[src/rtl/exec_phase_ctrl_if.sv]
// Sequencer <-> execute-phase controller link.
// Strobes and memory data flow in; SEQTYPE and DONE flow back.
interface exec_phase_ctrl_if;
  logic        RUNNING;
  logic        STB_FETCH;
  logic        STB_AUTO1;
  logic        STB_AUTO2;
  logic        STB_IND;
  logic        STB_1;
  logic        STB_2;
  logic        STB_3;
  logic        STB_4;
  logic        STB_5;
  logic        STB_6;
  logic [11:0] MDATA;
  logic [1:0]  SEQTYPE;
  logic        DONE;

  modport master (
    output RUNNING,
    output STB_FETCH, STB_AUTO1, STB_AUTO2, STB_IND,
    output STB_1, STB_2, STB_3, STB_4, STB_5, STB_6,
    output MDATA,
    input  SEQTYPE, DONE
  );

  modport slave (
    input  RUNNING,
    input  STB_FETCH, STB_AUTO1, STB_AUTO2, STB_IND,
    input  STB_1, STB_2, STB_3, STB_4, STB_5, STB_6,
    input  MDATA,
    output SEQTYPE, DONE
  );
endinterface

[src/rtl/exec_phase_ctrl.sv]
// Execute-phase controller: latches IR, decodes SEQTYPE, ends instructions.
// Optional STB_6 watchdog with sticky FAULT: define EXEC_WATCHDOG_EN.
module exec_phase_ctrl #(
  parameter int unsigned ICNT_W  = 16,
  parameter logic [3:0]  AUTO_LO = 4'b0001
) (
  input  logic              CLK,
  input  logic              RESET,
  exec_phase_ctrl_if.slave  bus,
  output logic [11:0]       IR,
  output logic [2:0]        OPCODE,
  output logic [2:0]        PHASE,
  output logic [ICNT_W-1:0] ICOUNT,
  output logic              FAULT
);

  function automatic logic [1:0] decode(
    input logic [11:0] x
  );
    logic mri;
    logic ind;
    logic aut;
    mri = (x[11:9] < 3'd6);
    ind = mri & x[8];
    aut = ind & ~x[7] & (x[6:3] == AUTO_LO);
    return {aut, ind};
  endfunction

  function automatic logic [2:0] need_of(
    input logic [2:0] op
  );
    logic [2:0] n;
    unique case (op)
      3'd0:    n = 3'd2;
      3'd1:    n = 3'd2;
      3'd2:    n = 3'd3;
      3'd3:    n = 3'd1;
      3'd4:    n = 3'd2;
      3'd5:    n = 3'd1;
      3'd6:    n = 3'd1;
      default: n = 3'd3;
    endcase
    return n;
  endfunction

  logic [11:0]       ir_q, ir_d;
  logic [2:0]        phase_q, phase_d;
  logic [ICNT_W-1:0] icount_q, icount_d;
  logic              valid_q, valid_d;
  logic [2:0]        sel_k;
  logic              hit;
  logic              done_c;
`ifdef EXEC_WATCHDOG_EN
  logic              fault_q, fault_d;
`endif

  // Lowest-numbered strobe wins; fetch and bookkeeping strobes map to 0.
  always_comb begin
    sel_k = 3'd0;
    priority case (1'b1)
      bus.STB_FETCH: sel_k = 3'd0;
      bus.STB_AUTO1: sel_k = 3'd0;
      bus.STB_AUTO2: sel_k = 3'd0;
      bus.STB_IND:   sel_k = 3'd0;
      bus.STB_1:     sel_k = 3'd1;
      bus.STB_2:     sel_k = 3'd2;
      bus.STB_3:     sel_k = 3'd3;
      bus.STB_4:     sel_k = 3'd4;
      bus.STB_5:     sel_k = 3'd5;
      bus.STB_6:     sel_k = 3'd6;
      default:       sel_k = 3'd0;
    endcase
  end

  assign hit = (sel_k != 3'd0)
             & (sel_k == need_of(ir_q[11:9]));

  always_comb begin
    ir_d     = ir_q;
    phase_d  = phase_q;
    valid_d  = valid_q;
    icount_d = icount_q;
    done_c   = 1'b0;
`ifdef EXEC_WATCHDOG_EN
    fault_d  = fault_q;
`endif
    if (bus.STB_FETCH) begin
      ir_d    = bus.MDATA;
      phase_d = 3'd0;
      valid_d = 1'b1;
    end else if (sel_k != 3'd0) begin
      phase_d = sel_k;
      if (bus.RUNNING && valid_q && hit) begin
        done_c   = 1'b1;
        icount_d = icount_q + 1'b1;
        valid_d  = 1'b0;
      end
`ifdef EXEC_WATCHDOG_EN
      else if (bus.RUNNING && sel_k == 3'd6) begin
        done_c  = 1'b1;
        fault_d = 1'b1;
        valid_d = 1'b0;
      end
`endif
    end
    if (RESET) done_c = 1'b0;
  end

  always_ff @(posedge CLK) begin
    if (RESET) begin
      ir_q     <= '0;
      phase_q  <= '0;
      icount_q <= '0;
      valid_q  <= 1'b0;
    end else begin
      ir_q     <= ir_d;
      phase_q  <= phase_d;
      icount_q <= icount_d;
      valid_q  <= valid_d;
    end
  end

`ifdef EXEC_WATCHDOG_EN
  always_ff @(posedge CLK) begin
    if (RESET) fault_q <= 1'b0;
    else       fault_q <= fault_d;
  end
  assign FAULT = fault_q;
`else
  assign FAULT = 1'b0;
`endif

  // Decode straight from MDATA in the fetch cycle so the sequencer sees it now.
  assign bus.SEQTYPE = bus.STB_FETCH ? decode(bus.MDATA)
                                     : decode(ir_q);
  assign bus.DONE    = done_c;
  assign IR          = ir_q;
  assign OPCODE      = ir_q[11:9];
  assign PHASE       = phase_q;
  assign ICOUNT      = icount_q;

endmodule

[src/flat_wrapper.sv]
// flat-port wrapper written by rule: the top's interface ports become plain ports
module exec_phase_ctrl_flat 
#(
  parameter int unsigned ICNT_W  = 16,
  parameter logic [3:0]  AUTO_LO = 4'b0001
)
  (CLK, RESET, IR, OPCODE, PHASE, ICOUNT, FAULT, bus_RUNNING, bus_STB_FETCH, bus_STB_AUTO1, bus_STB_AUTO2, bus_STB_IND, bus_STB_1, bus_STB_2, bus_STB_3, bus_STB_4, bus_STB_5, bus_STB_6, bus_MDATA, bus_SEQTYPE, bus_DONE);
  exec_phase_ctrl_if bus_i ();
  input  logic CLK;
  input  logic RESET;
  output logic [11:0] IR;
  output logic [2:0] OPCODE;
  output logic [2:0] PHASE;
  output logic [ICNT_W-1:0] ICOUNT;
  output logic FAULT;
  input wire logic [$bits(bus_i.RUNNING)-1:0] bus_RUNNING;
  input wire logic [$bits(bus_i.STB_FETCH)-1:0] bus_STB_FETCH;
  input wire logic [$bits(bus_i.STB_AUTO1)-1:0] bus_STB_AUTO1;
  input wire logic [$bits(bus_i.STB_AUTO2)-1:0] bus_STB_AUTO2;
  input wire logic [$bits(bus_i.STB_IND)-1:0] bus_STB_IND;
  input wire logic [$bits(bus_i.STB_1)-1:0] bus_STB_1;
  input wire logic [$bits(bus_i.STB_2)-1:0] bus_STB_2;
  input wire logic [$bits(bus_i.STB_3)-1:0] bus_STB_3;
  input wire logic [$bits(bus_i.STB_4)-1:0] bus_STB_4;
  input wire logic [$bits(bus_i.STB_5)-1:0] bus_STB_5;
  input wire logic [$bits(bus_i.STB_6)-1:0] bus_STB_6;
  input wire logic [$bits(bus_i.MDATA)-1:0] bus_MDATA;
  output wire logic [$bits(bus_i.SEQTYPE)-1:0] bus_SEQTYPE;
  output wire logic [$bits(bus_i.DONE)-1:0] bus_DONE;
  assign bus_i.RUNNING = bus_RUNNING;
  assign bus_i.STB_FETCH = bus_STB_FETCH;
  assign bus_i.STB_AUTO1 = bus_STB_AUTO1;
  assign bus_i.STB_AUTO2 = bus_STB_AUTO2;
  assign bus_i.STB_IND = bus_STB_IND;
  assign bus_i.STB_1 = bus_STB_1;
  assign bus_i.STB_2 = bus_STB_2;
  assign bus_i.STB_3 = bus_STB_3;
  assign bus_i.STB_4 = bus_STB_4;
  assign bus_i.STB_5 = bus_STB_5;
  assign bus_i.STB_6 = bus_STB_6;
  assign bus_i.MDATA = bus_MDATA;
  assign bus_SEQTYPE = bus_i.SEQTYPE;
  assign bus_DONE = bus_i.DONE;
  exec_phase_ctrl #(.ICNT_W(ICNT_W), .AUTO_LO(AUTO_LO)) u_core (.CLK(CLK), .RESET(RESET), .bus(bus_i), .IR(IR), .OPCODE(OPCODE), .PHASE(PHASE), .ICOUNT(ICOUNT), .FAULT(FAULT));
endmodule
[config.mk]
export PLATFORM = sky130hd
export DESIGN_NAME = exec_phase_ctrl_flat
export DESIGN_NICKNAME = d
export VERILOG_FILES = /design/src/rtl/exec_phase_ctrl_if.sv /design/src/rtl/exec_phase_ctrl.sv /design/src/flat_wrapper.sv
export SDC_FILE = /design/constraint.sdc
export NUM_CORES = 1
export LEC_CHECK = 0
export CAP_MARGIN = 5
export CELL_PAD_IN_SITES_DETAIL_PLACEMENT = 2
export CELL_PAD_IN_SITES_GLOBAL_PLACEMENT = 2
export CORE_UTILIZATION = 24
export DETAILED_ROUTE_END_ITERATION = 7
export PLACE_DENSITY = 0.79
export RECOVER_POWER = 25
export SETUP_SLACK_MARGIN = 0.3
export SYNTH_ARGS = -nofsm -noshare
export SYNTH_HDL_FRONTEND = slang
export SYNTH_SLANG_ARGS = --single-unit
export TNS_END_PERCENT = 100
[constraint.sdc]
create_clock -name CLK -period 2.2 [get_ports CLK]
set_input_delay 0.44 -clock CLK [delete_from_list [all_inputs] [get_ports CLK]]
set_output_delay 0.44 -clock CLK [all_outputs]
set_load 0.01 [all_outputs]
==> metrics, run 1 <==
Final Setup Violations 0; Worst Setup Start Kind flop; vias per inst 5.233; Synth top area share 38.73%; status complete, no violations; Setup WS pre-CTS -755.3 ps; Synth Register Bits 32; Internal 988.2 uW; initial core utilization 25.47%; crit end category primary output; first-pass GRT wire length 11150 um; # hold bufs at CTS 0; Crit Path Category flop to primary output; global route overflow 0; Comb power frac 20.0%; max-cap violations 0; Flop pwr share 44.6%; mux contribution to synthesized area 7.943%; fin util 46.14%; initial antenna violation count 0; Site Rows 29; Peak supply drop 270.0 uV; Antenna Cells 0; unrepaired setup endpoints after global routing true; share of total power in the clock network 35.4%; die footprint 0.007228 sq mm; leading area contributor after synthesis dfxtp_1; fin cells 361; Worst Path Max Fanout 5; Leakage 1.149 nW; clk_skew 5.057 ps; switching pwr 374.0 uW; gr usage total 19.62%; max_slew headroom 40.49%; fin nets 309; First-pass DRT Iterations 4; vias 1889; Die Width 85.02 um; sw frac 27.46%; CTS buffer count 5; post-synthesis compound-gate area fraction 16.49%; final wirelength 7099 um; fillers 680; required time of the critical path 1760 ps; Synth Area in XOR/XNOR 0%; Clock Latency Late Sink 280 ps; sequential-to-total area share from yosys stat 38.73%; Tcrit/Tclk final 97.85%; Reg clk slew, reported paths 70 ps; most common cell after layout, fill and taps aside clkdlybuf4s50_1; GP Congestion 0.6569; Routed wire per std cell 19.66 um; CTS tree yes; Area after DPL 0.002451 sq mm; worst-case clock buffer depth 2; layout cells sized above 1 39.44%; largest net degree at the start of global routing 35; worst min-delay path class flop to flop; number of I/O pins 63; Worst Tran Pin Value 892.6 ps; Buffers on Ports 61; Post-Synth Simple-Gate Area 29.95%; DRC 0; Synth area leaders dfxtp_1, mux2i_1, or4_1, o31ai_1, a21oi_1; fin area 0.002997 sq mm; setup ws final 47.24 ps; Syn Nets 222; Syn Area/Cell 8.439 sq um; clk root buf clkbuf_8; Netlist cell types 39; post-synthesis adder-cell area fraction 0.7564%; area of the multi-input gates 0.001190 sq mm; most frequent cells in the layout clkdlybuf4s50_1, buf_4, dfxtp_1, nor2_1; FF/Latch Area 653.1 sq um; fmax 464.5 MHz; Cell Area, Synth 0.001654 sq mm; vias in the first global route 2100; largest family of logic cells by synthesized area simple AND/OR/NAND/NOR gates; core area 0.006495 sq mm; Final HPWL DP 4155 um; post-synthesis instance total 196; Ys Warns 0; Syn-to-layout area delta 81.16%; final hold violation count 0; worst path arrival time 1710 ps; Slew Limit Fails 0; Final ANT Viol Nets 0; # H-tree levels 2; Die Ht 85.02 um; clock sink count 32; Power Total 1.362 mW; DR iter-0 viols 85; pwr dens 454.6 mW/mm^2; Final Critical Period 2153 ps; Cells after DPL 337
layout make-up:
| class | count | area share (%) |
|---|---|---|
| repair buffers | 97 | 31.82 |
| inverters | 3 | 0.3758 |
| clock inverters | 2 | 0.3340 |
| flip-flops and latches | 32 | 21.80 |
| well taps | 77 | 3.215 |
| multi-input cells | 144 | 39.71 |
| clock buffers | 6 | 2.756 |
through the flow:
step / hold WS, ps / TNS [ps]
after CTS: 500.8 / 0
after floorplan: 453.7 / 0
after detailed placement: 487.9 / -10460
after global placement: 464.4 / -9374
after global routing: 533.1 / -11.16
final: 493.4 / 0
cells in the mapped netlist:
library cell,count
a21boi_0,1
a21oi_1,20
a31o_1,1
a31oi_1,1
and2_1,3
and3_1,5
and3b_1,1
and4_1,3
buf_1,2
buf_2,3
buf_4,5
clkbuf_1,7
conb_1,1
dfxtp_1,32
ha_1,1
inv_1,3
mux2_2,1
mux2i_1,12
nand2_1,9
nand2b_1,5
nand3_1,9
nand3_2,1
nand3b_1,1
nand4_1,2
nor2_1,18
nor2b_1,2
nor3_1,6
nor3b_1,1
nor4_1,3
o2111ai_1,1
o21a_1,1
o311a_1,1
o31a_1,1
o31ai_1,14
o32a_1,1
or2_2,1
or3_1,1
or3b_1,1
or4_1,15
worst paths after layout:
kind         cells past startpoint  slack, ps                  startpoint                       endpoint
max                              5         50  u_core.IR[10]$_SDFFE_PP0P_                       bus_DONE
min                              2        490   u_core.IR[2]$_SDFFE_PP0P_      u_core.IR[2]$_SDFFE_PP0P_
max reg2reg                      7         90  u_core.IR[10]$_SDFFE_PP0P_  u_core.ICOUNT[6]$_SDFFE_PP0P_
min reg2reg                      2        490   u_core.IR[2]$_SDFFE_PP0P_      u_core.IR[2]$_SDFFE_PP0P_
worst max-delay path: stages (launching register included):
cell	delay (ps)
dfxtp_4	370
and3_4	180
o32a_1	300
a31o_4	230
nor3_4	180
buf_2	160
what timing repair did:
| item | in CTS | in global routing |
|---|---|---|
| resized for setup | 71 | 49 |
| setup endpoints to repair | 21 | 23 |
| gates cloned | 2 | 0 |
| pin swaps | 9 | 19 |
| setup buffers | 11 | 3 |
| endpoints found under the hold margin | 0 | 0 |
layer usage:
| metal | track usage (%) | vias up | share of wire (%) |
|---|---|---|---|
| li1 | - | 900 | - |
| met1 | 22.89 | 942 | 42 |
| met2 | 35.92 | 38 | 54 |
| met3 | 3.794 | 9 | 2.8 |
| met4 | 6.317 | 0 | 1.3 |
| met5 | 0 | - | 0 |
registers in the layout, indices dropped and copies added, names as in the netlist:
register	count
u_core.IR	12
u_core.valid_q	1
u_core.ICOUNT	16
u_core.PHASE	3
power groups by stage:
stage          Clock (mW)  Combinational (mW)  Sequential, mW
2_1_floorplan           0              0.0795           0.625
3_3_place_gp            0               0.200           0.618
3_5_place_dp            0               0.205           0.619
4_1_cts             0.496               0.254           0.607
5_1_grt             0.523               0.289           0.610
6_report            0.482               0.272           0.608
cells by family (layout without fill, tap and decap cells):
kind of cell / count (synthesis) / in the layout
compound gates: 42 / 42
other cells: 1 / 1
buf+inv: 20 / 108
flops: 32 / 32
fa+ha+maj: 1 / 1
simple gates: 87 / 87
mux: 13 / 13
(Power assumes the default switching activity.)
==> run 2: changes to the inputs <==
CTS_CLUSTER_DIAMETER = 50   (was not set)
==> results of run 2 <==
The final DEF is identical to that of run 1; final timing and power are the same.
